[config.mk]
export PLATFORM = sky130hd
export DESIGN_NAME = poly_voice_synth
export DESIGN_NICKNAME = d
export VERILOG_FILES = /design/src/rtl/poly_voice_synth.sv
export SDC_FILE = /design/constraint.sdc
export NUM_CORES = 1
export LEC_CHECK = 0
export CORE_MARGIN = 3
export CORE_UTILIZATION = 45
export CTS_CLUSTER_SIZE = 10
export DETAILED_ROUTE_END_ITERATION = 10
export HOLD_SLACK_MARGIN = 0.12
export REMOVE_ABC_BUFFERS = 1
export SETUP_SLACK_MARGIN = 0.15
export SKIP_CTS_REPAIR_TIMING = 1
export SLEW_MARGIN = 25
export SYNTH_ARGS = -nofsm -noshare
export SYNTH_HDL_FRONTEND = slang
export SYNTH_SLANG_ARGS = --single-unit
[constraint.sdc]
create_clock -name clk -period 4.9 [get_ports clk]
set_input_delay 0.49 -clock clk [delete_from_list [all_inputs] [get_ports clk]]
set_output_delay 0.49 -clock clk [all_outputs]
set_load 0.02 [all_outputs]
[src/rtl/poly_voice_synth.sv]
// poly_voice_synth
//   Polyphonic keypad synthesiser. A NUM_KEYS-wide keypad is synchronised
//   and scanned one key per clock. Pressed keys are allocated to NUM_VOICES
//   phase-accumulator oscillators. Each active voice produces a square, saw
//   or triangle sample. The voices are summed into a PWM duty value, which
//   drives a single PWM audio pin.
//
//   Optional build macro: VOICE_STEAL_EN. When it is defined, a newly pressed
//   key that finds every voice busy takes over the voice at a round-robin
//   steal pointer.
//
// Ports
//   clk           : system clock
//   n_rst         : synchronous active-low reset
//   keypad_i      : key levels, 1 = pressed (asynchronous to clk)
//   wave_sel      : 00 square, 01 saw, 10 triangle, 11 square
//   pwm           : registered PWM audio output
//   voices_active : registered count of allocated voices
module poly_voice_synth #(
  parameter int unsigned NUM_KEYS   = 14,
  parameter int unsigned NUM_VOICES = 4,
  parameter int unsigned PWM_BITS   = 8,
  parameter int unsigned ACC_BITS   = 16
) (
  input  logic                                clk,
  input  logic                                n_rst,
  input  logic [NUM_KEYS-1:0]                 keypad_i,
  input  logic [1:0]                          wave_sel,
  output logic                                pwm,
  output logic [$clog2(NUM_VOICES+1)-1:0]     voices_active
);

  localparam int unsigned KW = (NUM_KEYS > 1) ? $clog2(NUM_KEYS) : 1;
  localparam int unsigned W  = PWM_BITS - $clog2(NUM_VOICES);
  localparam int unsigned AW = $clog2(NUM_VOICES + 1);
`ifdef VOICE_STEAL_EN
  localparam int unsigned VW = (NUM_VOICES > 1) ? $clog2(NUM_VOICES) : 1;
`endif

  // Phase increment for key k: one octave of semitones, doubled per octave.
  function automatic logic [ACC_BITS-1:0] inc_of(input int unsigned k);
    logic [31:0] base;
    case (k % 12)
      0:       base = 32'd439;
      1:       base = 32'd465;
      2:       base = 32'd493;
      3:       base = 32'd522;
      4:       base = 32'd553;
      5:       base = 32'd586;
      6:       base = 32'd621;
      7:       base = 32'd658;
      8:       base = 32'd697;
      9:       base = 32'd738;
      10:      base = 32'd782;
      default: base = 32'd829;
    endcase
    return ACC_BITS'(base << (k / 12));
  endfunction

  // One voice sample from the top W phase bits.
  function automatic logic [W-1:0] wave_of(input logic [1:0] sel,
                                           input logic [ACC_BITS-1:0] ph);
    logic [W-1:0] p;
    logic [W-1:0] t;
    p = ph[ACC_BITS-1 -: W];
    t = {p[W-2:0], 1'b0};
    case (sel)
      2'b01:   return p;
      2'b10:   return p[W-1] ? ~t : t;
      default: return p[W-1] ? '0 : '1;
    endcase
  endfunction

  logic [NUM_KEYS-1:0]   key_s1;
  logic [NUM_KEYS-1:0]   key_s2;
  logic [KW-1:0]         scan_ptr;
  logic [PWM_BITS-1:0]   pwm_cnt;
  logic [PWM_BITS-1:0]   duty;
  logic [PWM_BITS-1:0]   mix;
  logic                  tick;

  logic [NUM_VOICES-1:0] v_valid;
  logic [KW-1:0]         v_key   [NUM_VOICES];
  logic [ACC_BITS-1:0]   v_phase [NUM_VOICES];
  logic [ACC_BITS-1:0]   v_inc   [NUM_VOICES];

  logic [NUM_VOICES-1:0] nxt_valid;
  logic [KW-1:0]         nxt_key   [NUM_VOICES];
  logic [ACC_BITS-1:0]   nxt_phase [NUM_VOICES];
  logic [ACC_BITS-1:0]   nxt_inc   [NUM_VOICES];

  logic                  pressed;
  logic [ACC_BITS-1:0]   cur_inc;
  logic [NUM_VOICES-1:0] own_mask;
  logic [NUM_VOICES-1:0] free_mask;
  logic                  free_found;
  logic [NUM_VOICES-1:0] grant;
  logic                  release_now;
  logic [AW-1:0]         valid_cnt;

`ifdef VOICE_STEAL_EN
  logic [VW-1:0]         steal_ptr;
  logic [VW-1:0]         nxt_steal_ptr;
  logic [NUM_KEYS-1:0]   robbed;
  logic [NUM_KEYS-1:0]   nxt_robbed;
  logic [NUM_VOICES-1:0] steal_mask;
  logic                  steal_now;
  logic                  scan_robbed;
  logic [KW-1:0]         victim;
`endif

  assign tick = (pwm_cnt == '1);

  // Key scan and voice allocation.
  always_comb begin
    pressed     = 1'b0;
    cur_inc     = '0;
    own_mask    = '0;
    free_mask   = '0;
    free_found  = 1'b0;
    grant       = '0;
    release_now = 1'b0;

    for (int unsigned k = 0; k < NUM_KEYS; k++) begin
      if (scan_ptr == KW'(k)) begin
        pressed = key_s2[k];
        cur_inc = inc_of(k);
      end
    end

    for (int unsigned i = 0; i < NUM_VOICES; i++) begin
      own_mask[i] = v_valid[i] && (v_key[i] == scan_ptr);
      if (!v_valid[i] && !free_found) begin
        free_mask[i] = 1'b1;
        free_found   = 1'b1;
      end
    end

`ifdef VOICE_STEAL_EN
    steal_now     = 1'b0;
    scan_robbed   = 1'b0;
    victim        = '0;
    nxt_steal_ptr = steal_ptr;
    nxt_robbed    = robbed;
    for (int unsigned i = 0; i < NUM_VOICES; i++) begin
      steal_mask[i] = (steal_ptr == VW'(i));
      if (steal_ptr == VW'(i))
        victim = v_key[i];
    end
    for (int unsigned k = 0; k < NUM_KEYS; k++) begin
      if (scan_ptr == KW'(k))
        scan_robbed = robbed[k];
    end
`endif

    if (pressed && (own_mask == '0)) begin
      if (free_found) begin
        grant = free_mask;
      end
`ifdef VOICE_STEAL_EN
      // A key that lost its voice to a steal may only take a free voice,
      // otherwise two held keys would keep stealing from each other.
      else if (!scan_robbed) begin
        grant     = steal_mask;
        steal_now = 1'b1;
      end
`endif
    end
    release_now = !pressed && (own_mask != '0);

`ifdef VOICE_STEAL_EN
    if (steal_now)
      nxt_steal_ptr = (steal_ptr == VW'(NUM_VOICES - 1)) ? '0 : steal_ptr + VW'(1);
    for (int unsigned k = 0; k < NUM_KEYS; k++) begin
      if (steal_now && (victim == KW'(k)))
        nxt_robbed[k] = 1'b1;
      if ((scan_ptr == KW'(k)) && (!pressed || (grant != '0)))
        nxt_robbed[k] = 1'b0;
    end
`endif

    // Allocation changes override the phase advance on a coincident tick.
    for (int unsigned i = 0; i < NUM_VOICES; i++) begin
      nxt_valid[i] = v_valid[i];
      nxt_key[i]   = v_key[i];
      nxt_inc[i]   = v_inc[i];
      nxt_phase[i] = (tick && v_valid[i]) ? v_phase[i] + v_inc[i] : v_phase[i];
      if (release_now && own_mask[i]) begin
        nxt_valid[i] = 1'b0;
        nxt_phase[i] = v_phase[i];
      end
      if (grant[i]) begin
        nxt_valid[i] = 1'b1;
        nxt_key[i]   = scan_ptr;
        nxt_phase[i] = '0;
        nxt_inc[i]   = cur_inc;
      end
    end
  end

  // Mixer: wave_sel is read only when the sum is latched on the tick.
  always_comb begin
    mix = '0;
    for (int unsigned i = 0; i < NUM_VOICES; i++) begin
      if (v_valid[i])
        mix = mix + PWM_BITS'(wave_of(wave_sel, v_phase[i]));
    end
  end

  always_comb begin
    valid_cnt = '0;
    for (int unsigned i = 0; i < NUM_VOICES; i++)
      valid_cnt = valid_cnt + AW'(v_valid[i]);
  end

  always_ff @(posedge clk) begin
    if (!n_rst) begin
      key_s1        <= '0;
      key_s2        <= '0;
      scan_ptr      <= '0;
      pwm_cnt       <= '0;
      duty          <= '0;
      pwm           <= 1'b0;
      voices_active <= '0;
      v_valid       <= '0;
      for (int unsigned i = 0; i < NUM_VOICES; i++) begin
        v_key[i]   <= '0;
        v_phase[i] <= '0;
        v_inc[i]   <= '0;
      end
`ifdef VOICE_STEAL_EN
      steal_ptr <= '0;
      robbed    <= '0;
`endif
    end else begin
      key_s1   <= keypad_i;
      key_s2   <= key_s1;
      scan_ptr <= (scan_ptr == KW'(NUM_KEYS - 1)) ? '0 : scan_ptr + KW'(1);
      pwm_cnt  <= pwm_cnt + PWM_BITS'(1);
      if (tick)
        duty <= mix;
      pwm           <= (pwm_cnt < duty);
      voices_active <= valid_cnt;
      v_valid       <= nxt_valid;
      for (int unsigned i = 0; i < NUM_VOICES; i++) begin
        v_key[i]   <= nxt_key[i];
        v_phase[i] <= nxt_phase[i];
        v_inc[i]   <= nxt_inc[i];
      end
`ifdef VOICE_STEAL_EN
      steal_ptr <= nxt_steal_ptr;
      robbed    <= nxt_robbed;
`endif
    end
  end

endmodule
==> qor.txt, run 1 <==
flops & latches, synth -> 176
Cell variety after synth -> 69
die boundary width -> 158.9 µm
fraction of layout cells with a size suffix above 1 -> 0.1101
Max Slew Vio Count -> 0
Sink Count -> 176
status -> finished clean
dpl ws -> -0.4500 ns
final-report hold violation count -> 0
HP Class -> flip-flop to flip-flop
CTS Buffer Depth -> 2
post-synth top area share -> 0.3350
number of global-route vias before repair -> 7974
fin crit period -> 4.511 ns
number of diodes -> 0
dpl hpwl -> 17330 µm
Max Freq -> 0.2217 GHz
Power Dens Cells -> 289.4 mW/mm²
first-pass GRT wire length -> 39860 µm
# setup viols final -> 0
Synth Warn # -> 0
Layout Nets -> 1388
MaxCap Viol Count -> 0
row cnt -> 55
Clk Latency, worst-skew pair -> 0.44 ns
vias -> 8704
Initial Util -> 0.4617
area grow syn2layout -> 14.26%
WS Path Type -> flip-flop to flip-flop
Leak Pwr -> 5.217 nW
crit start category -> flip-flop
final WL -> 24340 µm
slew margin rel. -> 0.3126
Avg Cell Area, Syn -> 8.401 µm²
critical path peak fanout -> 11
die area -> 0.02524 mm²
Die Ht -> 158.9 µm
Worst EP arrival -> 4.85 ns
Seq/Total Area, Yosys -> 0.3350
Num CTS Buffers -> 17
dominant cell type by area after synthesis -> dfxtp_1
gr usage total -> 0.1896
setup slack after layout -> 0.3888 ns
EDFF count, synth -> 0
Worst EP required -> 5.24 ns
Starting DRT DRC Count -> 451
pin count of the biggest net entering global routing -> 44
initial antenna violation count -> 0
area of the core -> 0.02278 mm²
unrepaired setup endpoints after global routing -> false
Worst-Margin Slew -> 1.022 ns
Pre-antenna DRT Iters -> 5
wire per inst -> 15.10 µm
Final Util -> 0.5276
setup TNS -> 0 ns
DRC -> 0
register clock-pin slew on the reported worst setup and hold paths -> 0.08 ns
routed vias/inst -> 5.400
dpl cells -> 1576
clock skew -> 0.01754 ns
post-route ant nets -> 0
Routability Congestion -> 0.8653
Root Buffer -> clkbuf_16
Gate Count Post-Synth -> 1252
CP Capture Type -> flip-flop
Clock H-tree levels -> 4
CTS tree -> built
I/O Buffers -> 21
fin cells -> 1612
total grt overflow -> 0
Post-synth ARST share -> 0
worst vdd ir -> 0.0002231 V
Final Cycle Share -> 0.9206
total power -> 3.478 mW
largest cells by area after synthesis -> dfxtp_1 (33%), ha_1 (9.0%), mux2i_1 (7.5%), nor2_1 (5.7%), a21oi_1 (5.1%)
Most used DFF post-synth -> dfxtp_1
num ports -> 22
Mapped Area -> 0.01052 mm²
==> critical path: stages (launching register included) <==
cell and delay, ns:
dfxtp_1 0.58, nand2_1 0.13, buf_4 0.17, nor2_1 0.08
a21oi_1 0.04, o22ai_1 0.28, ha_4 0.27, nor2b_1 0.14
o21a_1 0.19, o21a_1 0.21, o31ai_2 0.29, ha_1 0.29
buf_4 0.15, a21oi_2 0.15, xnor2_1 0.10, a211o_1 0.29
ha_4 0.28, a21oi_1 0.06, a21o_1 0.19, o211a_1 0.21
a2111oi_2 0.31
==> sequential cells by signal, indices dropped and copies added (netlist names) <==
register	count
v_valid	4
voices_active	3
duty	8
pwm	1
pwm_cnt	8
scan_ptr	4
v_inc	40
v_key	16
key_s1	14
v_phase	64
key_s2	14
==> power by group <==
| group | switching (mW) | leakage, nW | internal (mW) |
|---|---|---|---|
| registers | 0.0244 | 1.43 | 1.46 |
| logic | 0.344 | 3.50 | 0.267 |
| clock network | 0.675 | 0.292 | 0.703 |
==> kinds of logic after synthesis <==
| logic type | after synthesis | synth area share |
|---|---|---|
| and+or+nand+nor | 414 | 0.1891 |
| muxes | 85 | 0.08161 |
| adders and majority gates | 84 | 0.1056 |
| buffers and inverters | 123 | 0.04711 |
| AOI/OAI and AO/OA | 304 | 0.1865 |
| DFF | 176 | 0.3350 |
| xor gates and xnor gates | 66 | 0.05496 |
==> per-stage QoR <==
stage	area (µm²)	hold WS (ns)
5_1_grt	12020	0.4526
4_1_cts	11850	0.4378
3_3_place_gp	11250	0.4150
3_5_place_dp	11250	0.4196
2_1_floorplan	10240	0.4118
6_report	12020	0.4312
==> area by class of cell <==
cell class	instances	area (µm²)
timing repair buffer	80	661.9
clock buffer	18	439.2
multi-input combinational	953	6628
fill	2169	10760
sequential	176	3523
inverter	58	217.7
tap	313	391.6
clock inverter	14	156.4
==> placed cells by master, fill, tap and decap left out, types with 13 or more instances in the layout <==
cell / count
a21o_1: 13
a21oi_1: 105
and2_1: 34
buf_4: 58
clkbuf_16: 17
clkdlybuf4s50_1: 19
dfxtp_1: 176
ha_1: 72
inv_1: 56
mux2i_1: 78
nand2_1: 87
nand2b_1: 14
nand3_1: 34
nor2_1: 158
nor2b_1: 18
nor3_1: 17
o211ai_1: 13
o21ai_0: 40
o22ai_1: 14
xnor2_1: 44
xor2_1: 22
==> layer usage <==
layer,global-route usage,wire length (µm),vias up
met4,0.06208,406,0
met3,0.02687,643,38
li1,-,-,4473
met2,0.3107,11250,124
met1,0.2580,12040,4069
met5,0,0,-
==> final timing paths <==
| check | depth (start not counted) | start | end | slack (ns) |
|---|---|---|---|---|
| max | 20 | v_phase[1][15] | duty[7] | 0.39 |
| min | 1 | key_s1[7] | key_s2[7] | 0.43 |
| max reg2reg | 20 | v_phase[1][15] | duty[7] | 0.39 |
| min reg2reg | 1 | key_s1[7] | key_s2[7] | 0.43 |
==> synthesized netlist by cell type (7+ instances only) <==
cell type and instances:
inv_1 57, o22ai_1 15, mux2i_1 79, nor2b_1 19, nand2_1 87, nand3_1 34, or3_1 11, a21oi_1 108
xnor2_1 44, xor2_1 22, o31a_1 7, a21o_1 13, o211ai_1 13, nor2_1 159, o21ai_0 50, and3_1 8
nor3_1 17, and2_1 34, nand2b_1 14, nand3b_1 7, fa_1 8, a211oi_1 13, o21a_1 10, buf_2 18
o2111ai_1 9, clkbuf_1 38, ha_1 76, dfxtp_1 176, o31ai_1 7
No activity file was read; power rests on OpenSTA's default activity.
==> run 2: changes to the inputs <==
CAP_MARGIN = 20   (was default)
==> results of run 2 <==
The final DEF is identical to that of run 1; final timing and power are the same.
